**src/rtl/wb_stage_pipe.sv**
```systemverilog
// Writeback stage: MEM/WB register, load extraction, result select, retire tracking.
// Latency: one cycle from M inputs to W outputs; ResultW is combinational from W registers.
// Backpressure: StallW holds the W slot (one retire pulse only); FlushW turns it into a bubble.
// Optional feature macro: WB_RVFI_EN adds RVFI trace ports (InstrM/PCM in, rvfi_* out).
module wb_stage_pipe #(
  parameter int XLEN  = 32,
  parameter int RET_W = 32
) (
  input  logic             clk,
  input  logic             rst_n,
  input  logic             StallW,
  input  logic             FlushW,
  input  logic             ValidM,
  input  logic             RegWriteM,
  input  logic [4:0]       RdM,
  input  logic [1:0]       ResultSrcM,
  input  logic [2:0]       Funct3M,
  input  logic [XLEN-1:0]  ALUResultM,
  input  logic [XLEN-1:0]  ReadDataM,
  input  logic [XLEN-1:0]  PCPlus4M,
  input  logic [XLEN-1:0]  ImmExtM,
  output logic [XLEN-1:0]  ResultW,
  output logic [4:0]       RdW,
  output logic             RegWriteW,
  output logic             ValidW,
  output logic             RetireW,
  output logic [RET_W-1:0] RetireCnt
`ifdef WB_RVFI_EN
  ,
  input  logic [31:0]      InstrM,
  input  logic [XLEN-1:0]  PCM,
  output logic             rvfi_valid,
  output logic [63:0]      rvfi_order,
  output logic [31:0]      rvfi_insn,
  output logic [XLEN-1:0]  rvfi_pc_rdata,
  output logic [4:0]       rvfi_rd_addr,
  output logic [XLEN-1:0]  rvfi_rd_wdata,
  output logic             rvfi_trap,
  output logic             rvfi_halt,
  output logic             rvfi_intr,
  output logic [1:0]       rvfi_mode,
  output logic [1:0]       rvfi_ixl
`endif
);

  logic             valid_q;
  logic             regwrite_q;
  logic             retired_q;
  logic [4:0]       rd_q;
  logic [1:0]       src_q;
  logic [2:0]       funct3_q;
  logic [XLEN-1:0]  alu_q;
  logic [XLEN-1:0]  rdata_q;
  logic [XLEN-1:0]  pc4_q;
  logic [XLEN-1:0]  imm_q;
  logic [RET_W-1:0] cnt_q;

  logic             retire;
  logic [31:0]      word;
  logic [7:0]       byte_sel;
  logic [15:0]      half_sel;
  logic [XLEN-1:0]  load_val;
  logic [XLEN-1:0]  result;

  // A valid instruction retires in the first cycle it sits in W; the flag blocks repeats under stall.
  assign retire = valid_q & ~retired_q;

  // W register: flush beats stall beats load; a fresh load re-arms the retire pulse.
  always_ff @(posedge clk or negedge rst_n) begin
    if (!rst_n) begin
      valid_q    <= 1'b0;
      regwrite_q <= 1'b0;
      retired_q  <= 1'b0;
      rd_q       <= '0;
      src_q      <= '0;
      funct3_q   <= '0;
      alu_q      <= '0;
      rdata_q    <= '0;
      pc4_q      <= '0;
      imm_q      <= '0;
    end else if (FlushW) begin
      valid_q    <= 1'b0;
      regwrite_q <= 1'b0;
      retired_q  <= 1'b0;
    end else if (StallW) begin
      retired_q  <= retired_q | retire;
    end else begin
      valid_q    <= ValidM;
      regwrite_q <= RegWriteM;
      retired_q  <= 1'b0;
      rd_q       <= RdM;
      src_q      <= ResultSrcM;
      funct3_q   <= Funct3M;
      alu_q      <= ALUResultM;
      rdata_q    <= ReadDataM;
      pc4_q      <= PCPlus4M;
      imm_q      <= ImmExtM;
    end
  end

  // Retire counter wraps freely.
  always_ff @(posedge clk or negedge rst_n) begin
    if (!rst_n) begin
      cnt_q <= '0;
    end else if (retire) begin
      cnt_q <= cnt_q + 1'b1;
    end
  end

  // Load extraction from the aligned word using the registered byte offset.
  always_comb begin
    word     = rdata_q[31:0];
    byte_sel = word[{alu_q[1:0], 3'b000} +: 8];
    half_sel = alu_q[1] ? word[31:16] : word[15:0];
    load_val = rdata_q;
    case (funct3_q)
      3'b000:  load_val = XLEN'($signed(byte_sel));
      3'b100:  load_val = XLEN'(byte_sel);
      3'b001:  load_val = XLEN'($signed(half_sel));
      3'b101:  load_val = XLEN'(half_sel);
      3'b010:  load_val = XLEN'($signed(word));
      default: load_val = rdata_q;
    endcase
  end

  // Result source select.
  always_comb begin
    result = alu_q;
    case (src_q)
      2'b00:   result = alu_q;
      2'b01:   result = load_val;
      2'b10:   result = pc4_q;
      default: result = imm_q;
    endcase
  end

  assign ResultW   = result;
  assign RdW       = rd_q;
  assign RegWriteW = regwrite_q & valid_q & (rd_q != 5'd0);
  assign ValidW    = valid_q;
  assign RetireW   = retire;
  assign RetireCnt = cnt_q;

`ifdef WB_RVFI_EN
  logic [31:0]     instr_q;
  logic [XLEN-1:0] pc_q;
  logic [63:0]     order_q;

  // Trace fields travel with the instruction, under the same flush/stall rules.
  always_ff @(posedge clk or negedge rst_n) begin
    if (!rst_n) begin
      instr_q <= '0;
      pc_q    <= '0;
    end else if (!FlushW && !StallW) begin
      instr_q <= InstrM;
      pc_q    <= PCM;
    end
  end

  // Order reports the value before this retirement's increment.
  always_ff @(posedge clk or negedge rst_n) begin
    if (!rst_n) begin
      order_q <= '0;
    end else if (retire) begin
      order_q <= order_q + 64'd1;
    end
  end

  assign rvfi_valid    = retire;
  assign rvfi_order    = order_q;
  assign rvfi_insn     = instr_q;
  assign rvfi_pc_rdata = pc_q;
  assign rvfi_rd_addr  = RegWriteW ? rd_q : 5'd0;
  assign rvfi_rd_wdata = RegWriteW ? result : '0;
  assign rvfi_trap     = 1'b0;
  assign rvfi_halt     = 1'b0;
  assign rvfi_intr     = 1'b0;
  assign rvfi_mode     = 2'b11;
  assign rvfi_ixl      = 2'b01;
`endif

endmodule

```
**config.mk**
```make
export PLATFORM = sky130hd
export DESIGN_NAME = wb_stage_pipe
export DESIGN_NICKNAME = d
export VERILOG_FILES = /design/src/rtl/wb_stage_pipe.sv
export SDC_FILE = /design/constraint.sdc
export NUM_CORES = 1
export LEC_CHECK = 0
export BUFFER_PORTS_ARGS = -buffer_cell sky130_fd_sc_hd__buf_2
export CAP_MARGIN = 25
export CORE_UTILIZATION = 53
export CTS_CLUSTER_DIAMETER = 150
export DETAILED_ROUTE_END_ITERATION = 16
export PLACE_DENSITY = 0.77
export SETUP_SLACK_MARGIN = 0.15
export SYNTH_ARGS = -nofsm -noshare
export SYNTH_HDL_FRONTEND = slang
export SYNTH_SLANG_ARGS = --single-unit
```
**constraint.sdc**
```tcl
create_clock -name clk -period 2 [get_ports clk]
set_clock_uncertainty 0.05 [all_clocks]
set_input_delay 0 -clock clk [delete_from_list [all_inputs] [get_ports clk]]
set_output_delay 0 -clock clk [all_outputs]
set_load 0.01 [all_outputs]
```
==> results of run 1 <==
==> metrics by stage <==
stage | power, mW | TNS (ps) | hold WS (ps)
after floorplan | 5.651 | 0 | -345.6
after global placement | 6.544 | 0 | -135.7
after detailed placement | 6.594 | 0 | -135.7
after CTS | 10.80 | -4081 | 62.73
after global routing | 11.55 | -7733 | 124.5
final | 11.16 | -6293 | 102.1
==> state kept, by name, summed over array words and instances (netlist names) <==
name / flops
ValidW: 1
RdW: 5
regwrite_q: 1
alu_q: 32
pc4_q: 32
imm_q: 32
src_q: 2
RetireCnt: 32
retired_q: 1
funct3_q: 3
rdata_q: 32
==> placed cells by master (no fill, tap or decap), types with 17 or more instances in the layout <==
master	count
buf_2	210
dfrtp_1	168
dlygate4sd3_1	150
mux2_2	136
nand2_1	63
o21ai_0	42
nor2_1	30
buf_4	26
xor2_1	22
clkbuf_16	18
mux2i_1	17
==> area by class of cell <==
cell class                 instances  area [sq um]  share of cell area (%)
sequential                       173          4335                   34.51
multi-input combinational        463          4089                   32.55
timing repair buffer             414          3173                   25.26
clock buffer                      19         452.9                   3.606
tap                              188         235.2                   1.873
clock inverter                    13         212.7                   1.693
inverter                          16         63.81                  0.5080
==> power breakdown <==
group | switching [mW] | total [mW] | internal (mW)
Combinational | 1.43 | 3.01 | 1.58
Sequential | 0.421 | 4.39 | 3.97
Clock | 1.47 | 3.76 | 2.29
==> path summary, 6_finish.rpt <==
| check | start | to | slack (ps) | depth (start not counted) |
|---|---|---|---|---|
| setup / recovery | alu_q[1] | ResultW[29] | -250 | 7 |
| hold / removal | rst_n | imm_q[23] | 100 | 3 |
| setup reg to reg | RetireCnt[0] | RetireCnt[28] | 140 | 5 |
| hold reg to reg | RetireCnt[31] | RetireCnt[31] | 420 | 1 |
| max in group asynchronous | rst_n | RetireCnt[20] | 1420 | 3 |
| min in group clk | StallW | pc4_q[4] | 200 | 4 |
==> what timing repair did <==
item | 4_1_cts | 5_1_grt
hold endpoints to repair | 314 | 0
resized for setup | 55 | 46
pin swaps | 17 | 24
gates cloned | 1 | 3
setup endpoints to repair | 34 | 44
hold buffers | 151 | 0
setup buffers | 12 | 10
==> kinds of logic (layout without fill, tap and decap cells) <==
logic type,count (synthesis),after routing
simple gates,158,160
xor+xnor,31,31
flops,173,173
buf+inv,57,462
fa+ha+maj,1,1
compound gates,110,110
mux,161,161
==> routing by layer <==
layer,GRT usage [%],vias to the layer above
li1,-,3268
met1,40.34,3685
met2,55.69,340
met3,6.875,87
met5,0,-
met4,16.60,0
==> critical path: cells and delay by family, from the launching register on <==
family / cells / cell delay, ps
buf+inv: 3 / 420
mux: 1 / 350
flops: 1 / 460
compound gates: 2 / 460
simple gates: 1 / 80
==> flow_summary.yaml, run 1 <==
floorplan:
  rows: 45
  core_sq_um: 15200
  die_h_um: 127.0
  boundaryPins: 216
  start_util_pct: 54.44
  die_w_um: 127.0
  dieArea_sq_um: 16120
placement:
  place_ws_ps: 153.6
  dp.cells: 1077
  dp_hpwl_um: 14660
  postPlaceCellArea_sq_um: 9713
  port_buffers: 215
  gp_congestion: 0.8435
timing:
  drv_slew: 0
  post-route-min-period_ps: 2253
  max_freq_mhz: 444.0
  hold_violations: 0
  period_share_pct: 112.6
  slew_headroom_pct: 65.34
  setup_slack_ps: -252.5
  grt_setup_unrepaired: "yes"
  tightest_slew_ps: 518.7
  finalSetupViolations: 31
clock_tree:
  clk_latency_ps: 430
  clock_path_buffers: 2
  htree_levels: 4
  cts_made_buffers: 17
  cts_tree: "done"
  cts-root-buf: "clkbuf_16"
  cts.sinks: 173
  clk_pin_slew_ps: 70
grt:
  grtUsageTotal_pct: 33.01
  antenna_found_initial: 0
  grt_pass1_wl_um: 40640
  grt_start_max_net_pins: 60
  overflow: 0
  grt_pass1_vias: 7722
synthesis:
  syn_area_sq_um: 8277
  yosys.area.top_type: "dfrtp_1"
  synth_enable_flop_cells: 0
  yosysSeqAreaShare_pct: 52.31
  synth_top_family_by_area: "multiplexers"
  yosysMostFrequentCell: "dfrtp_1"
  synth_compound_area_share_pct: 8.995
  yosysWarnings: 0
  synth_top_area_share_pct: 52.31
  synthArstFlopShare_pct: 100.0
  synth_fp_nets: 836
  synthSimpleGateAreaFrac_pct: 10.48
  synthAdderAreaFrac_pct: 0.1512
  synth_cells: 691
  netlist_top_cells_count: "173 x dfrtp_1, 138 x mux2_2, 63 x nand2_1"
  avgSynthCellArea_sq_um: 11.98
  ys_types: 54
  synthMuxAreaShare_pct: 21.86
  synthTopCellsByArea: "dfrtp_1 52%, mux2_2 19%, nand2_1 2.9%, o21ai_0 2.8%, mux2i_1 2.5%"
  synthFlopType: "dfrtp_1"
  ys_seq_elements: 173
  synth_xor_area_share_pct: 3.280
drt:
  drc_errors: 0
  wl_per_cell_um: 20.81
  vias: 7380
  dr.max_layer_used: "met4"
  vias_per_cell: 5.739
  dr.pass1.iters: 5
  dr_wl_met2_um: 13500
  wirelength_met1_um: 10690
  route.met3.wl_um: 1504
  ant_nets: 0
  drt_iter0_drc: 459
  routed_wl_um: 26760
worst_setup_path:
  crit_type: "register to output port"
  cpMaxStageDelayCell: "dfrtp_2"
  critPathArrivalTime_ps: 2200
  cp-end-kind: "output port"
  worstPathMaxFanout: 8
  critPathLaunchType: "register"
  crit_chain: "mux2_4 > a221oi_4 > buf_6 > buf_12 > nor2_1 > o22a_1 > buf_2"
  worstPathRequired_ps: 1950
  cpPeakStageDelay_ps: 460
layout:
  instances_no_fill: 1286
  nNetsFinal: 1230
  drive_gt1_share_pct: 46.45
  area_growth_pct: 51.78
  postLayoutCellArea_sq_um: 12560
  diodes: 0
  fillers: 788
  utilization_pct: 82.63
pwr:
  vdd_drop_max_mv: 0.6922
  total_leakage_power_nw: 5.869
  power_density_nw_per_um2: 888.5
status:
  violations: "negative setup slack"
  run_status: "finished with violations"
flow_run:
  maxCapViolCount: 0
min_path:
  hp-class: "input pin to async pin"
Note: power is estimated with default switching activity, not from simulation.
==> run 2: changes to the inputs <==
- SETUP_SLACK_MARGIN: 0.15 -> unset
==> run 2 against run 1 <==
  * The run still ends with negative setup slack left
  * Cell area fell by 1.3%
  * Combinational power shrank 3%
  * Critical path depth fell by 2
  * Register-to-register slack barely moved
==> flow_summary.yaml, run 2 (same netlist as run 1, synthesis figures left out) <==
drt:
  wl_per_cell_um: 20.65
  dr.pass1.iters: 5
  wirelength_met1_um: 10410
  dr_wl_met2_um: 13410
  routed_wl_um: 26290
  vias_per_cell: 5.647
  dr.max_layer_used: "met4"
  ant_nets: 0
  drt_iter0_drc: 550
  route.met3.wl_um: 1583
  drc_errors: 0
  vias: 7188
timing:
  period_share_pct: 113.4
  drv_slew: 0
  tightest_slew_ps: 463.7
  max_freq_mhz: 440.8
  finalSetupViolations: 30
  post-route-min-period_ps: 2269
  setup_slack_ps: -268.8
  hold_violations: 0
  setup_tns_ps: -6130
  slew_headroom_pct: 69.01
  grt_setup_unrepaired: "yes"
worst_setup_path:
  cp-endpoint: "ResultW[10]"
  cp-end-kind: "output port"
  cpPeakStageDelay_ps: 570
  worstPathMaxFanout: 7
  r2r-start: "RetireCnt[4]"
  crit_type: "register to output port"
  regToRegSetupSlack_ps: 140
  worstPathRequired_ps: 1950
  critPathArrivalTime_ps: 2220
  cpMaxStageDelayCell: "mux4_2"
  critPathLaunchType: "register"
  reg2reg_to: "RetireCnt[22]"
  r2r_cells: 4
  crit_chain: "mux4_2 > a21o_4 > o221ai_2 > o211ai_1 > buf_2"
  crit_start: "alu_q[1]"
layout:
  diodes: 0
  final_common_cell: "buf_2"
  final_cell_mix: "210 x buf_2, 168 x dfrtp_1, 150 x dlygate4sd3_1"
  nNetsFinal: 1217
  area_growth_pct: 49.74
  postLayoutCellArea_sq_um: 12390
  drive_gt1_share_pct: 45.90
  instances_no_fill: 1273
status:
  violations: "negative setup slack"
  run_status: "finished with violations"
floorplan:
  boundaryPins: 216
  core_sq_um: 15200
  die_w_um: 127.0
  dieArea_sq_um: 16120
  die_h_um: 127.0
  start_util_pct: 54.44
  rows: 45
clock_tree:
  cts-root-buf: "clkbuf_16"
  cts.sinks: 173
  clk_pin_slew_ps: 70
  cts_tree: "done"
  cts_made_buffers: 17
  clock_path_buffers: 2
  htree_levels: 4
  clk_latency_ps: 440
pwr:
  vdd_drop_max_mv: 0.6955
  power_mw: 11.09
  total_leakage_power_nw: 5.683
  power_density_nw_per_um2: 894.9
placement:
  gp_congestion: 0.8435
  dp_hpwl_um: 14660
  postPlaceCellArea_sq_um: 9713
  place_ws_ps: 153.6
  dp.cells: 1077
  port_buffers: 215
grt:
  grt_pass1_wl_um: 39790
  overflow: 0
  antenna_found_initial: 0
  grtUsageTotal_pct: 32.24
  grt_start_max_net_pins: 60
  grt_pass1_vias: 7600
min_path:
  hp-class: "input pin to async pin"
flow_run:
  maxCapViolCount: 0
run 2: cell types whose count changed in the layout (fill, tap and decap cells not counted), sizes merged:
cell	previous run	this run
or4	4	2
buf	263	252
run 2: worst max-delay path, delay by kind of cell, from the launching register on:
kind                   cells  cell delay (ps)
DFF                        1              450
buffers and inverters      1              160
muxes                      1              570
AOI/OAI and AO/OA          3              580
run 2: worst min-delay path by stage:
stage	start	endpoint	slack [ps]	cells after the start
2_1_floorplan	rst_n	RdW[0]	-350	0
3_3_place_gp	rst_n	pc4_q[23]	-140	1
3_5_place_dp	rst_n	pc4_q[20]	-140	1
4_1_cts	rst_n	alu_q[23]	60	3
5_1_grt	rst_n	pc4_q[24]	120	3
6_report	rst_n	imm_q[23]	100	3
run 2: area by class of cell:
| cell class | count | area (sq um) |
|---|---|---|
| sequential | 173 | 4335 |
| multi-input combinational | 461 | 4010 |
| timing repair buffer | 403 | 3083 |
| fill | 821 | 2809 |
| clock buffer | 19 | 452.9 |
| tap | 188 | 235.2 |
| clock inverter | 13 | 212.7 |
| inverter | 16 | 63.81 |
run 2: where the power goes:
| part | internal (mW) | switching, mW | total (mW) | leakage [nW] |
|---|---|---|---|---|
| Combinational | 1.54 | 1.40 | 2.93 | 3.27 |
| Sequential | 3.97 | 0.420 | 4.39 | 2.10 |
| Clock | 2.29 | 1.48 | 3.77 | 0.316 |
run 2: timing repair:
action                                  4_1_cts  5_1_grt
hold buffers                                151        0
endpoints found under the setup margin       31       33
hold endpoints to repair                    314        0
cloned                                        1        1
pin swaps                                     7       16
gates resized for setup                      31       54
setup buffers                                 7        5
run 2: metal layers:
| metal | GRT usage, % | up-vias |
|---|---|---|
| met5 | 0 | - |
| met2 | 54.95 | 355 |
| met3 | 6.411 | 66 |
| li1 | - | 3227 |
| met4 | 15.41 | 0 |
| met1 | 39.41 | 3540 |
run 2: per-stage QoR:
step	util [%]	hold WS (ps)
6_report	81.52	99.13
5_1_grt	81.52	123.0
4_1_cts	79.52	62.73
3_5_place_dp	63.89	-135.7
3_3_place_gp	63.89	-135.7
2_1_floorplan	-	-345.6
==> run 3: changes to the inputs <==
- CORE_UTILIZATION: 53 -> 34
- PLACE_DENSITY: 0.77 -> 0.52
- SLEW_MARGIN: unset -> 20
==> run 3 against run 2 <==
  * The run still ends with negative setup slack left
  * Non-clock buffer count grew 14
  * Via count shrank 6.8%
  * Global-route usage shrank 12 points
  * Critical path depth up 1
==> flow_summary.yaml, run 3 (same netlist as run 1, synthesis figures left out) <==
drt:
  vias_per_cell: 4.722
  drc_errors: 0
  routed_wl_um: 24750
  ant_nets: 0
  vias: 6700
  dr.pass1.iters: 4
  wl_per_cell_um: 17.44
  drt_iter0_drc: 306
layout:
  nNetsFinal: 1231
  area_growth_pct: 49.95
  postLayoutCellArea_sq_um: 12410
  fillers: 2173
  drive_gt1_share_pct: 46.41
  final_cell_mix: "212 x buf_2, 167 x dfrtp_1, 144 x dlygate4sd3_1"
  final_common_cell: "buf_2"
worst_setup_path:
  worstPathMaxFanout: 8
  cpPeakStageDelay_ps: 450
  r2r-start: "RetireCnt[4]"
  reg2reg_to: "RetireCnt[22]"
  critPathLaunchType: "register"
  worstPathRequired_ps: 1950
  crit_type: "register to output port"
  crit_chain: "mux2_4 > a221oi_4 > buf_6 > nor2_1 > o22a_1 > buf_2"
  r2r_cells: 4
  cp-end-kind: "output port"
  worstSetupPathDepth: 6
  regToRegSetupSlack_ps: 150
  crit_family: "compound AO/OA/AOI/OAI gates"
  cpMaxStageDelayCell: "dfrtp_2"
  critPathArrivalTime_ps: 2130
  cp_num_buf_inv: 2
timing:
  finalSetupViolations: 29
  drv_slew: 0
  max_freq_mhz: 458.3
  grt_setup_unrepaired: "yes"
  setup_tns_ps: -4084
  slew_headroom_pct: 66.64
  post-route-min-period_ps: 2182
  tightest_slew_ps: 495.2
  period_share_pct: 109.1
  hold_violations: 0
  setup_slack_ps: -182.0
clock_tree:
  htree_levels: 4
  clk_latency_ps: 430
  cts-root-buf: "clkbuf_16"
  cts.sinks: 173
  cts_made_buffers: 17
  clk_pin_slew_ps: 70
  cts_tree: "done"
  clock_path_buffers: 2
floorplan:
  die_h_um: 158.0
  dieArea_sq_um: 24970
  core_sq_um: 23680
  die_w_um: 158.0
  rows: 56
  boundaryPins: 216
  start_util_pct: 34.95
grt:
  grtUsageTotal_pct: 20.24
  overflow: 0
  grt_pass1_vias: 7065
  antenna_found_initial: 0
  grt_start_max_net_pins: 63
  grt_pass1_wl_um: 38450
placement:
  port_buffers: 215
  dp_hpwl_um: 17170
  postPlaceCellArea_sq_um: 9947
  gp_congestion: 0.8282
flow_run:
  maxCapViolCount: 0
pwr:
  p_int_mw: 7.387
  pwr-share-seq_pct: 41.2
  combPwrFrac_pct: 26.6
  power_density_nw_per_um2: 848.8
  switching_share_pct: 29.87
  total_leakage_power_nw: 5.678
  vdd_drop_max_mv: 0.4879
  clkPwrFrac_pct: 32.2
  p_sw_mw: 3.147
min_path:
  hp-class: "input pin to async pin"
status:
  violations: "negative setup slack"
  run_status: "finished with violations"
-- run 3: cell types whose count changed in the layout (fill, tap and decap cells not counted), moves of 4 or more --
cell	delta
buf_6	-6
nor2_1	+4
buf_4	+28
buf_12	-4
dlygate4sd3_1	-6
-- run 3: layout make-up --
class | instances | area [sq um] | area share [%]
sequential | 173 | 4339 | 34.96
multi-input combinational | 461 | 3930 | 31.67
timing repair buffer | 417 | 3084 | 24.85
clock buffer | 21 | 460.4 | 3.710
tap | 319 | 399.1 | 3.216
clock inverter | 11 | 132.6 | 1.069
inverter | 16 | 62.56 | 0.5041
antenna | 1 | 2.502 | 0.02016
-- run 3: timing repair --
item,4_1_cts,5_1_grt
resized for setup,51,24
buffers inserted,15,5
setup endpoints to repair,32,31
hold endpoints to repair,314,0
hold buffers,144,0
gates cloned,1,0
pin swaps,16,9
-- run 3: metal layers --
| metal | vias up | wire length [um] | GRT usage, % |
|---|---|---|---|
| li1 | 3259 | - | - |
| met1 | 3271 | 11290 | 26.23 |
| met2 | 155 | 12190 | 34.59 |
| met3 | 15 | 1043 | 4.079 |
| met4 | 0 | 227 | 4.716 |
| met5 | - | 0 | 0 |
-- run 3: worst max path at each step --
stage,startpoint,endpoint
2_1_floorplan,RetireCnt[4],RetireCnt[24]
4_1_cts,alu_q[1],ResultW[21]
5_1_grt,alu_q[1],ResultW[26]
3_5_place_dp,alu_q[1],ResultW[31]
6_report,alu_q[1],ResultW[30]
3_3_place_gp,alu_q[1],ResultW[15]
-- run 3: power groups by stage --
stage	clock, mW	combinational, mW	sequential (mW)
after floorplan	0	1.37	4.28
after global placement	0	2.27	4.40
after detailed placement	0	2.28	4.41
after CTS	3.49	2.75	4.34
after global routing	3.60	3.06	4.41
final	3.39	2.81	4.34
-- run 3: through the flow --
stage / cells / utilization (%) / worst slack [ps] / power (mW) / hold WS (ps)
floorplan: 691 / - / 242.9 / 5.651 / -345.6
CTS: 1415 / 51.96 / -212.0 / 10.58 / 27.37
finish: 1419 / 52.40 / -182.0 / 10.53 / 7.365
detailed placement: 1225 / 42.00 / 114.4 / 6.682 / -76.29
global route: 1418 / 52.39 / -253.5 / 11.06 / 57.48
global placement: 1225 / 42.00 / 133.0 / 6.667 / -71.97
